### src/rtl/tvp_frame_sampler_if.sv
// Memory write bus between the frame sampler and the SDRAM controller.
// The sampler issues zero-latency write requests; the controller only
// back-pressures through busy.
interface tvp_frame_sampler_if #(
    parameter int ADDR_W = 23,
    parameter int DATA_W = 32
);
    logic [ADDR_W-1:0] addr;
    logic              rw;
    logic [DATA_W-1:0] data_in;
    logic              busy;
    logic              in_valid;

    modport master (
        output addr,
        output rw,
        output data_in,
        output in_valid,
        input  busy
    );

    modport slave (
        input  addr,
        input  rw,
        input  data_in,
        input  in_valid,
        output busy
    );
endinterface

### src/rtl/tvp_frame_sampler.sv
// TVP frame sampler: brings the TVP pixel clock and VSYNC into the system
// clock domain, captures a programmed number of RGB pixels starting at the
// first VSYNC after arming, buffers them in a small FIFO and writes them to
// consecutive memory words starting at a programmed base address.
module tvp_frame_sampler #(
    parameter int COLOR_W = 8,
    parameter int ADDR_W  = 23,
    parameter int DATA_W  = 32,
    parameter int FIFO_AW = 3
) (
    input  logic                 clk,
    input  logic                 rst_n,
    input  logic [COLOR_W-1:0]   r,
    input  logic [COLOR_W-1:0]   g,
    input  logic [COLOR_W-1:0]   b,
    input  logic                 sample_clock,
    input  logic                 vsync,
    input  logic                 arm,
    input  logic                 abort,
    input  logic [ADDR_W-1:0]    base_addr,
    input  logic [ADDR_W-1:0]    length,
    tvp_frame_sampler_if.master  mem,
    output logic                 capturing,
    output logic                 done,
    output logic [7:0]           drop_cnt,
    output logic [3:0]           leds
);
    localparam int PIX_W = 3 * COLOR_W;
    localparam int DEPTH = 1 << FIFO_AW;
    localparam logic [ADDR_W-1:0]  ADDR_ONE = {{(ADDR_W-1){1'b0}}, 1'b1};
    localparam logic [FIFO_AW:0]   PTR_ONE  = {{FIFO_AW{1'b0}}, 1'b1};

    typedef enum logic [2:0] {
        ST_IDLE       = 3'd0,
        ST_WAIT_VSYNC = 3'd1,
        ST_CAPTURE    = 3'd2,
        ST_DRAIN      = 3'd3,
        ST_DONE       = 3'd4
    } state_t;

    // Place a pixel in the top bits of a memory word, zero-filling below it.
    function automatic logic [DATA_W-1:0] pad_pixel(input logic [PIX_W-1:0] pix);
        logic [DATA_W-1:0] word;
        word = {DATA_W{1'b0}};
        word[DATA_W-1 -: PIX_W] = pix;
        return word;
    endfunction

    state_t state_r, state_next_s;

    // [0],[1] are the synchroniser stages, [2] holds the previous synced value.
    logic [2:0] pclk_sync_r;
    logic [2:0] vsync_sync_r;
    logic       pix_edge_s;
    logic       vsync_edge_s;

    logic [PIX_W-1:0]  fifo_mem_r [0:DEPTH-1];
    logic [FIFO_AW:0]  wr_ptr_r;
    logic [FIFO_AW:0]  rd_ptr_r;
    logic              fifo_empty_s;
    logic              fifo_full_s;
    logic [PIX_W-1:0]  fifo_head_s;

    logic [ADDR_W-1:0] base_r;
    logic [ADDR_W-1:0] len_r;
    logic [ADDR_W-1:0] accepted_r;
    logic [ADDR_W-1:0] wr_idx_r;
    logic [7:0]        drop_cnt_r;
    logic [7:0]        drop_cnt_next_s;

    logic start_s;
    logic push_s;
    logic drop_s;
    logic pop_s;

    logic wait_flag_r;
    logic cap_flag_r;
    logic done_flag_r;
    logic drop_flag_r;

    assign pix_edge_s   = pclk_sync_r[1]  & ~pclk_sync_r[2];
    assign vsync_edge_s = vsync_sync_r[1] & ~vsync_sync_r[2];

    assign fifo_empty_s = (wr_ptr_r == rd_ptr_r);
    assign fifo_full_s  = (wr_ptr_r[FIFO_AW] != rd_ptr_r[FIFO_AW]) &&
                          (wr_ptr_r[FIFO_AW-1:0] == rd_ptr_r[FIFO_AW-1:0]);
    assign fifo_head_s  = fifo_mem_r[rd_ptr_r[FIFO_AW-1:0]];

    // A write is accepted in the cycle it is requested, so a request is a pop.
    assign pop_s = ~fifo_empty_s & ~mem.busy & ~abort;

    assign mem.in_valid = pop_s;
    assign mem.rw       = pop_s;
    assign mem.addr     = pop_s ? (base_r + wr_idx_r) : {ADDR_W{1'b0}};
    assign mem.data_in  = pop_s ? pad_pixel(fifo_head_s) : {DATA_W{1'b0}};

    assign capturing = wait_flag_r | cap_flag_r;
    assign done      = done_flag_r;
    assign drop_cnt  = drop_cnt_r;
    assign leds      = {drop_flag_r, done_flag_r, cap_flag_r, wait_flag_r};

    // Two-flop synchronisers plus history flop for the asynchronous TVP strobes.
    always_ff @(posedge clk or negedge rst_n) begin
        if (!rst_n) begin
            pclk_sync_r  <= 3'b000;
            vsync_sync_r <= 3'b000;
        end else begin
            pclk_sync_r  <= {pclk_sync_r[1:0], sample_clock};
            vsync_sync_r <= {vsync_sync_r[1:0], vsync};
        end
    end

    // Capture state register.
    always_ff @(posedge clk or negedge rst_n) begin
        if (!rst_n) begin
            state_r <= ST_IDLE;
        end else begin
            state_r <= state_next_s;
        end
    end

    // Next-state logic and per-cycle capture decisions; abort overrides all.
    always_comb begin
        state_next_s = state_r;
        start_s      = 1'b0;
        push_s       = 1'b0;
        drop_s       = 1'b0;
        if (abort) begin
            state_next_s = ST_IDLE;
        end else begin
            case (state_r)
                ST_IDLE, ST_DONE: begin
                    if (arm) begin
                        start_s = 1'b1;
                        if (length == {ADDR_W{1'b0}}) begin
                            state_next_s = ST_DONE;
                        end else begin
                            state_next_s = ST_WAIT_VSYNC;
                        end
                    end else begin
                        state_next_s = state_r;
                    end
                end
                ST_WAIT_VSYNC: begin
                    // A pixel edge coinciding with the VSYNC edge is not captured.
                    if (vsync_edge_s) begin
                        state_next_s = ST_CAPTURE;
                    end else begin
                        state_next_s = state_r;
                    end
                end
                ST_CAPTURE: begin
                    if (pix_edge_s) begin
                        if (!fifo_full_s || pop_s) begin
                            push_s = 1'b1;
                            if ((accepted_r + ADDR_ONE) == len_r) begin
                                state_next_s = ST_DRAIN;
                            end else begin
                                state_next_s = state_r;
                            end
                        end else begin
                            drop_s       = 1'b1;
                            state_next_s = state_r;
                        end
                    end else begin
                        state_next_s = state_r;
                    end
                end
                ST_DRAIN: begin
                    if (fifo_empty_s && !pop_s) begin
                        state_next_s = ST_DONE;
                    end else begin
                        state_next_s = state_r;
                    end
                end
                default: begin
                    state_next_s = ST_IDLE;
                end
            endcase
        end
    end

    // Saturating drop counter update; cleared when a new capture is armed.
    always_comb begin
        drop_cnt_next_s = drop_cnt_r;
        if (start_s) begin
            drop_cnt_next_s = 8'd0;
        end else if (drop_s && (drop_cnt_r != 8'd255)) begin
            drop_cnt_next_s = drop_cnt_r + 8'd1;
        end else begin
            drop_cnt_next_s = drop_cnt_r;
        end
    end

    // Capture bookkeeping: programmed window, accepted pixels, write index, drops.
    always_ff @(posedge clk or negedge rst_n) begin
        if (!rst_n) begin
            base_r     <= {ADDR_W{1'b0}};
            len_r      <= {ADDR_W{1'b0}};
            accepted_r <= {ADDR_W{1'b0}};
            wr_idx_r   <= {ADDR_W{1'b0}};
            drop_cnt_r <= 8'd0;
        end else begin
            drop_cnt_r <= drop_cnt_next_s;
            if (start_s) begin
                base_r     <= base_addr;
                len_r      <= length;
                accepted_r <= {ADDR_W{1'b0}};
                wr_idx_r   <= {ADDR_W{1'b0}};
            end else begin
                if (push_s) begin
                    accepted_r <= accepted_r + ADDR_ONE;
                end
                if (pop_s) begin
                    wr_idx_r <= wr_idx_r + ADDR_ONE;
                end
            end
        end
    end

    // FIFO pointers; abort flushes whatever is queued.
    always_ff @(posedge clk or negedge rst_n) begin
        if (!rst_n) begin
            wr_ptr_r <= {(FIFO_AW+1){1'b0}};
            rd_ptr_r <= {(FIFO_AW+1){1'b0}};
        end else if (abort) begin
            wr_ptr_r <= {(FIFO_AW+1){1'b0}};
            rd_ptr_r <= {(FIFO_AW+1){1'b0}};
        end else begin
            if (push_s) begin
                wr_ptr_r <= wr_ptr_r + PTR_ONE;
            end
            if (pop_s) begin
                rd_ptr_r <= rd_ptr_r + PTR_ONE;
            end
        end
    end

    // FIFO storage; pixel data is taken straight from the pins on the edge cycle.
    always_ff @(posedge clk) begin
        if (push_s) begin
            fifo_mem_r[wr_ptr_r[FIFO_AW-1:0]] <= {r, g, b};
        end
    end

    // Status flags registered from the next state so they track the FSM exactly.
    always_ff @(posedge clk or negedge rst_n) begin
        if (!rst_n) begin
            wait_flag_r <= 1'b0;
            cap_flag_r  <= 1'b0;
            done_flag_r <= 1'b0;
            drop_flag_r <= 1'b0;
        end else begin
            wait_flag_r <= (state_next_s == ST_WAIT_VSYNC);
            cap_flag_r  <= (state_next_s == ST_CAPTURE);
            done_flag_r <= (state_next_s == ST_DONE);
            drop_flag_r <= (drop_cnt_next_s != 8'd0);
        end
    end
endmodule

### src/flat_wrapper.sv
// flat-port wrapper written by rule: the top's interface ports become plain ports
module tvp_frame_sampler_flat 
#(
    parameter int COLOR_W = 8,
    parameter int ADDR_W  = 23,
    parameter int DATA_W  = 32,
    parameter int FIFO_AW = 3
)
  (clk, rst_n, r, g, b, sample_clock, vsync, arm, abort, base_addr, length, capturing, done, drop_cnt, leds, mem_addr, mem_rw, mem_data_in, mem_in_valid, mem_busy);
  tvp_frame_sampler_if #(.ADDR_W(ADDR_W), .DATA_W(DATA_W)) mem_i ();
  input  logic clk;
  input  logic rst_n;
  input  logic [COLOR_W-1:0] r;
  input  logic [COLOR_W-1:0] g;
  input  logic [COLOR_W-1:0] b;
  input  logic sample_clock;
  input  logic vsync;
  input  logic arm;
  input  logic abort;
  input  logic [ADDR_W-1:0] base_addr;
  input  logic [ADDR_W-1:0] length;
  output logic capturing;
  output logic done;
  output logic [7:0] drop_cnt;
  output logic [3:0] leds;
  output wire logic [$bits(mem_i.addr)-1:0] mem_addr;
  output wire logic [$bits(mem_i.rw)-1:0] mem_rw;
  output wire logic [$bits(mem_i.data_in)-1:0] mem_data_in;
  output wire logic [$bits(mem_i.in_valid)-1:0] mem_in_valid;
  input wire logic [$bits(mem_i.busy)-1:0] mem_busy;
  assign mem_addr = mem_i.addr;
  assign mem_rw = mem_i.rw;
  assign mem_data_in = mem_i.data_in;
  assign mem_in_valid = mem_i.in_valid;
  assign mem_i.busy = mem_busy;
  tvp_frame_sampler #(.COLOR_W(COLOR_W), .ADDR_W(ADDR_W), .DATA_W(DATA_W), .FIFO_AW(FIFO_AW)) u_core (.clk(clk), .rst_n(rst_n), .r(r), .g(g), .b(b), .sample_clock(sample_clock), .vsync(vsync), .arm(arm), .abort(abort), .base_addr(base_addr), .length(length), .mem(mem_i), .capturing(capturing), .done(done), .drop_cnt(drop_cnt), .leds(leds));
endmodule
### config.mk
export PLATFORM = sky130hd
export DESIGN_NAME = tvp_frame_sampler_flat
export DESIGN_NICKNAME = d
export VERILOG_FILES = /design/src/rtl/tvp_frame_sampler_if.sv /design/src/rtl/tvp_frame_sampler.sv /design/src/flat_wrapper.sv
export SDC_FILE = /design/constraint.sdc
export NUM_CORES = 1
export LEC_CHECK = 0
export CORE_ASPECT_RATIO = 0.75
export CORE_MARGIN = 4
export CORE_UTILIZATION = 45
export DETAILED_ROUTE_END_ITERATION = 8
export PLACE_DENSITY = 0.63
export SLEW_MARGIN = 40
export SYNTH_ARGS = -nofsm -noshare
export SYNTH_HDL_FRONTEND = slang
export SYNTH_SLANG_ARGS = --single-unit
### constraint.sdc
create_clock -name clk -period 6.2 [get_ports clk]
set_input_delay 1.24 -clock clk [delete_from_list [all_inputs] [get_ports clk]]
set_output_delay 1.24 -clock clk [all_outputs]
set_load 0.02 [all_outputs]
**After elaboration in Yosys (flattened, before gate mapping)**

Memories as Yosys holds them, arrays and structs flattened.
Cells that the tools add are included.

- $add $sub $neg: 6
- Eq/ne operators: 12
- Muxes and demuxes: 34
- Bitwise gates (word level): 10
- Reduce and logical (&&, ||, !) cells: 14

Operator list:

| kind | number |
|---|---|
| $mux 23 | 5 |
| $add 23x1->23 const B | 2 |
| $mux 32 | 1 |
| $mux 3 | 8 |
| $add 23x23->23 | 1 |
| $eq 23x23->1 | 1 |
| $logic_not 23->1 | 1 |
| $mux 4 | 4 |
| $mux 8 | 2 |
| $mux 1 | 13 |
| $pmux 3 s4 | 1 |
| $eq 3x2->1 const B | 3 |
| $add 4x1->4 const B | 2 |
| $add 8x1->8 const B | 1 |
| $ne 8x8->1 const B | 1 |
| $reduce_bool 2->1 | 4 |
| $reduce_bool 8->1 | 1 |
| $eq 3x1->1 const B | 2 |
| $eq 3x3->1 const B | 2 |
| $not 1->1 | 5 |
| $and 1x1->1 | 4 |
| $eq 4x4->1 | 1 |
| $eq 3x3->1 | 1 |
| $logic_and 1x1->1 | 3 |
| other kinds (6) | 7 |

- Bits in registers: 121
- RAM bits: 192
- Input bits: 77
- Output and inout bits: 71
- Memories: 1

Memories:

| name | words | width | read ports | clocked after memory_dff | write ports | RTL line | text |
|---|---|---|---|---|---|---|---|
| u_core.fifo_mem_r | 8 | 24 | 1 | 0 | 1 | tvp_frame_sampler.sv:57 | `logic [PIX_W-1:0] fifo_mem_r [0:DEPTH-1];` |

**Logic depth before layout (Yosys ltp)**

- Depth in word-level cells: 13
- Gate-level depth with buffers: 10
- Gate-level depth less buffers: 9

**Worst setup path after synthesis**

No wires, ideal clock.

- Path kind: input port to flip-flop
- From: input mem_busy
- To: memory u_core.fifo_mem_r[2][0] in the netlist's numbering, enable pin
- Setup time: 474 ps
- Arrival: 4811 ps
- Required time: 5726 ps
- Setup slack: 915 ps
- Stages: 7
- Buffers on the path: 2
- Cells stage by stage: or2_2 -> nand2_1 -> o211a_1 -> buf_2 -> nand2_1 -> buf_1 -> nor4b_1

- Cells in the longest elaborated chain, start to end: 10

Ends and longest elaborated chain:

| what | RTL line | text |
|---|---|---|
| from (decl) | flat_wrapper.sv:30 | `input wire logic [$bits(mem_i.busy)-1:0] mem_busy;` |
| $not 1->1 | tvp_frame_sampler.sv:90 | `assign pop_s = ~fifo_empty_s & ~mem.busy & ~abort;` |
| $and 1x1->1 (2 in a row) | tvp_frame_sampler.sv:90 |  |
| $logic_or 1x1->1 | tvp_frame_sampler.sv:154 | `if (!fifo_full_s \|\| pop_s) begin` |
| $mux 1 | tvp_frame_sampler.sv:154 |  |
| $mux 1 | tvp_frame_sampler.sv:153 | `if (pix_edge_s) begin` |
| $mux 1 | tvp_frame_sampler.sv:131 | `case (state_r)` |
| $mux 1 | tvp_frame_sampler.sv:128 | `if (abort) begin` |
| $mux 1 | tvp_frame_sampler.sv:241 | `if (push_s) begin` |
| $mux 1 (not written as such) | tvp_frame_sampler.sv:242 | `fifo_mem_r[wr_ptr_r[FIFO_AW-1:0]] <= {r, g, b};` |
| to (decl) | tvp_frame_sampler.sv:57 |  |

Every way passes these cells.

**Worst setup path in the final report**

- From: input abort
- To: output mem_addr[22]

- Cells in the longest elaborated chain, start to end: 3

Ends and longest elaborated chain:

| what | RTL line | text |
|---|---|---|
| from (decl) | flat_wrapper.sv:19 | `input logic abort;` |
| $not 1->1 | tvp_frame_sampler.sv:90 |  |
| $and 1x1->1 | tvp_frame_sampler.sv:90 |  |
| $mux 23 | tvp_frame_sampler.sv:94 | `assign mem.addr = pop_s ? (base_r + wr_idx_r) : {ADDR_W{1'b0}};` |
| to (decl) | flat_wrapper.sv:26 | `output wire logic [$bits(mem_i.addr)-1:0] mem_addr;` |

Every way passes these cells.

==> results.md <==
- Final #Nets: 1405
- Die Wd: 217 um
- Worst Tran Pin Value: 0.775 ns
- CTS Sinks: 313
- Clock-pin slew of the registers on the worst-case setup and hold paths: 0.06 ns
- H-tree Lvls: 1
- Power density over cell area: 262 nW/um2
- Remaining max-slew budget at the tightest pin: 48.3%
- Top cells by area in the synthesized netlist: edfxtp_1 (39%), dfrtp_1 (21%), mux4_2 (7.3%), nand2_1 (4.8%), nor2_1 (2.9%)
- Drt initial violations: 725
- Element type at the critical path end: output port
- Static power due to leakage: 0.00668 uW
- Grt total ovfl: 0
- Fraction of the yosys area taken by sequential cells: 59.8%
- DR WL/cell: 18.6 um
- TritonCTS clock tree: built
- Top achievable clock speed: 188 MHz
- Count of max-cap constraint violations: 0
- Unrepaired setup endpoints after global routing: false
- TritonRoute pass-1 iters: 5
- Die footprint: 35700 um2
- Inserted Clock Buffers: 31
- Number of global-route vias before repair: 9301
- Clk buf depth: 3
- Worst min path class: reg -> reg
- Fraction of final layout cells with drive strength greater than 1: 11.0%
- Most used DFF post-synth: edfxtp_1
- Count of unique library cells instantiated by Yosys: 69
- Mean post-synth cell area: 12.6 um2
- Maximum number of pins on one net before global-route repair: 74
- Number of cells upsized or downsized after cts: 0
- Top Ports: 148
- Initial core utilization: 45.6%
- CP startpoint kind: input pin
- Area of the placeable core: 32300 um2
- Critical path peak fanout: 29
- WL final: 32.8 mm
- Count of buffers added by post-CTS timing repair for setup: 0
- Crit path arrival time: 4.07 ns
- Clock Skews: 0.0161 ns
- Largest area contributor in the synthesized netlist: edfxtp_1
- Final number of max-transition violations: 0
- Fin util: 54.4%
- Class of the most critical setup path: in -> out
- Netlist area before placement: 14700 um2
- Count of unresolved DRC violations after routing: 0
- Run status: complete, no violations
- Count of warnings emitted by yosys: 0
- Cell count after synthesis: 1171
- Fraction of registers with async set/reset: 38.7%
- Clk_lat worst skew: 0.58 ns
- Final setup violation count: 0
- Total number of vias: 9387
- Number of buffers inserted for hold repair after clock tree synthesis: 0
- Synthesis-to-finish area growth: 19.5%
- Root Buffer: clkbuf_16
- Post-route minimum period: 5.31 ns
- Share of the clock period used by the worst path after layout: 85.7%
- Number of diodes added for antenna fixing: 0
- Number of antenna violations at the first check in global routing: 1
- Final GP Congestion: 0.840
- Number of synthesized flops with an enable pin: 192
- First-pass GRT wire length: 52.6 mm
- Via-per-instance ratio: 5.32
- Fraction of post-synthesis cell area in the top cell type by area: 39.2%
- Routed Antenna Nets: 0
- CP required: 4.96 ns
- Count of endpoints failing hold in the final timing report: 0
- Global-route usage over all layers: 18.5%
- Worst hold slack after final layout: 0.348 ns
- Port Buffer Count: 139
- Setup TNS Final: 0 ns
- Placed wire-length estimate: 21.0 mm
- Peak supply drop: 238 uV
- Die outline height: 165 um
- Cell row count: 57
- Number of storage elements in the synthesis netlist: 313
## cells by family after synthesis
family                     share of synthesized area (%)
xor gates and xnor gates                            5.03
muxes                                               9.32
adders and majority gates                           2.52
DFF                                                 59.8
and+or+nand+nor                                     14.5
other                                             0.0255
buffers and inverters                               2.80
AOI/OAI and AO/OA                                   6.09
## metal layers
layer	vias to the layer above	track usage (%)	share of wire, %
met5	-	0	0.061
met4	2	3.84	2.0
met3	46	3.13	4.2
met2	181	29.0	46
met1	4639	27.6	48
li1	4519	-	-
## critical path: stages
cell and delay (ns):
clkdlybuf4s50_1 0.41, buf_4 0.20, or2_2 0.29, nand2b_2 0.44
buf_4 0.39, nor4_1 0.28, mux2i_1 0.11, nand3_1 0.08
clkdlybuf4s50_1 0.60
## where the power goes
part	switching, uW	internal (uW)	total [uW]
clock network	800	1130	1930
logic	196	155	351
registers	51.6	2280	2330
total	1050	3570	4620
## final timing paths
path	start	endpoint	slack [ns]	depth (start not counted)
max	abort	mem_addr[22]	0.89	9
min in group asynchronous	rst_n	u_core.drop_cnt[3]$_DFF_PN0_	0.68	1
max reg2reg	u_core.wr_ptr_r[0]$_DFFE_PN0P_	u_core.fifo_mem_r[6][5]$_DFFE_PP_	3.10	7
min reg2reg	u_core.pclk_sync_r[0]$_DFF_PN0_	u_core.pclk_sync_r[1]$_DFF_PN0_	0.35	0
min	u_core.pclk_sync_r[0]$_DFF_PN0_	u_core.pclk_sync_r[1]$_DFF_PN0_	0.35	0
max in group asynchronous	rst_n	u_core.base_r[18]$_DFFE_PN0P_	4.35	2
## cells in the mapped netlist, drive strengths merged, types with 9 or more instances
| master | n |
|---|---|
| and3 | 17 |
| and2 | 9 |
| a21oi | 29 |
| o21ai | 38 |
| nor4 | 14 |
| mux4 | 48 |
| nor3 | 17 |
| clkbuf | 29 |
| nand2 | 188 |
| edfxtp | 192 |
| mux2i | 29 |
| buf | 38 |
| dfrtp | 121 |
| nand3 | 29 |
| nand4 | 20 |
| nor2 | 115 |
| ha | 28 |
| a21o | 9 |
| xnor2 | 42 |
| xor2 | 40 |
| inv | 15 |
## metrics by stage
step           worst slack (ns)  area, um2  total power (uW)  cells
2_1_floorplan             0.915      14700              2570   1178
3_3_place_gp              0.881      16500              2720   1708
3_5_place_dp              0.861      16500              2730   1708
4_1_cts                   0.838      17600              4680   1766
5_1_grt                   0.642      17600              4830   1766
6_report                  0.886      17600              4620   1766
## layout by cell type, fill, tap and decap left out, types with 9 or more instances in the layout
cell type / count
a21o_1: 9
clkbuf_16: 31
inv_1: 15
nor2_1: 113
xnor2_1: 42
a21oi_1: 29
ha_1: 28
nand2_1: 187
buf_4: 15
dfrtp_1: 118
xor2_1: 40
nand4_1: 17
mux2i_1: 29
and3_1: 16
mux4_2: 48
nor3_1: 15
nand3_1: 28
edfxtp_1: 192
clkdlybuf4s50_1: 138
o21ai_0: 36
## sequential cells by signal (all words and copies together) (netlist names)
signal / flops
u_core.wait_flag_r: 1
u_core.vsync_sync_r: 3
u_core.drop_flag_r: 1
u_core.accepted_r: 23
u_core.rd_ptr_r: 4
u_core.wr_idx_r: 23
u_core.cap_flag_r: 1
u_core.fifo_mem_r: 192
u_core.len_r: 23
u_core.state_r: 3
u_core.drop_cnt: 8
u_core.wr_ptr_r: 4
u_core.pclk_sync_r: 3
u_core.done: 1
u_core.base_r: 23
## layout make-up
| class | instances | area, um2 |
|---|---|---|
| clock buffer | 40 | 843 |
| clock inverter | 18 | 219 |
| fill | 2701 | 14700 |
| inverter | 15 | 56.3 |
| multi-input combinational | 783 | 5600 |
| sequential | 313 | 8800 |
| tap | 442 | 553 |
| timing repair buffer | 155 | 1520 |
Power figures use the tool's default switching activity.
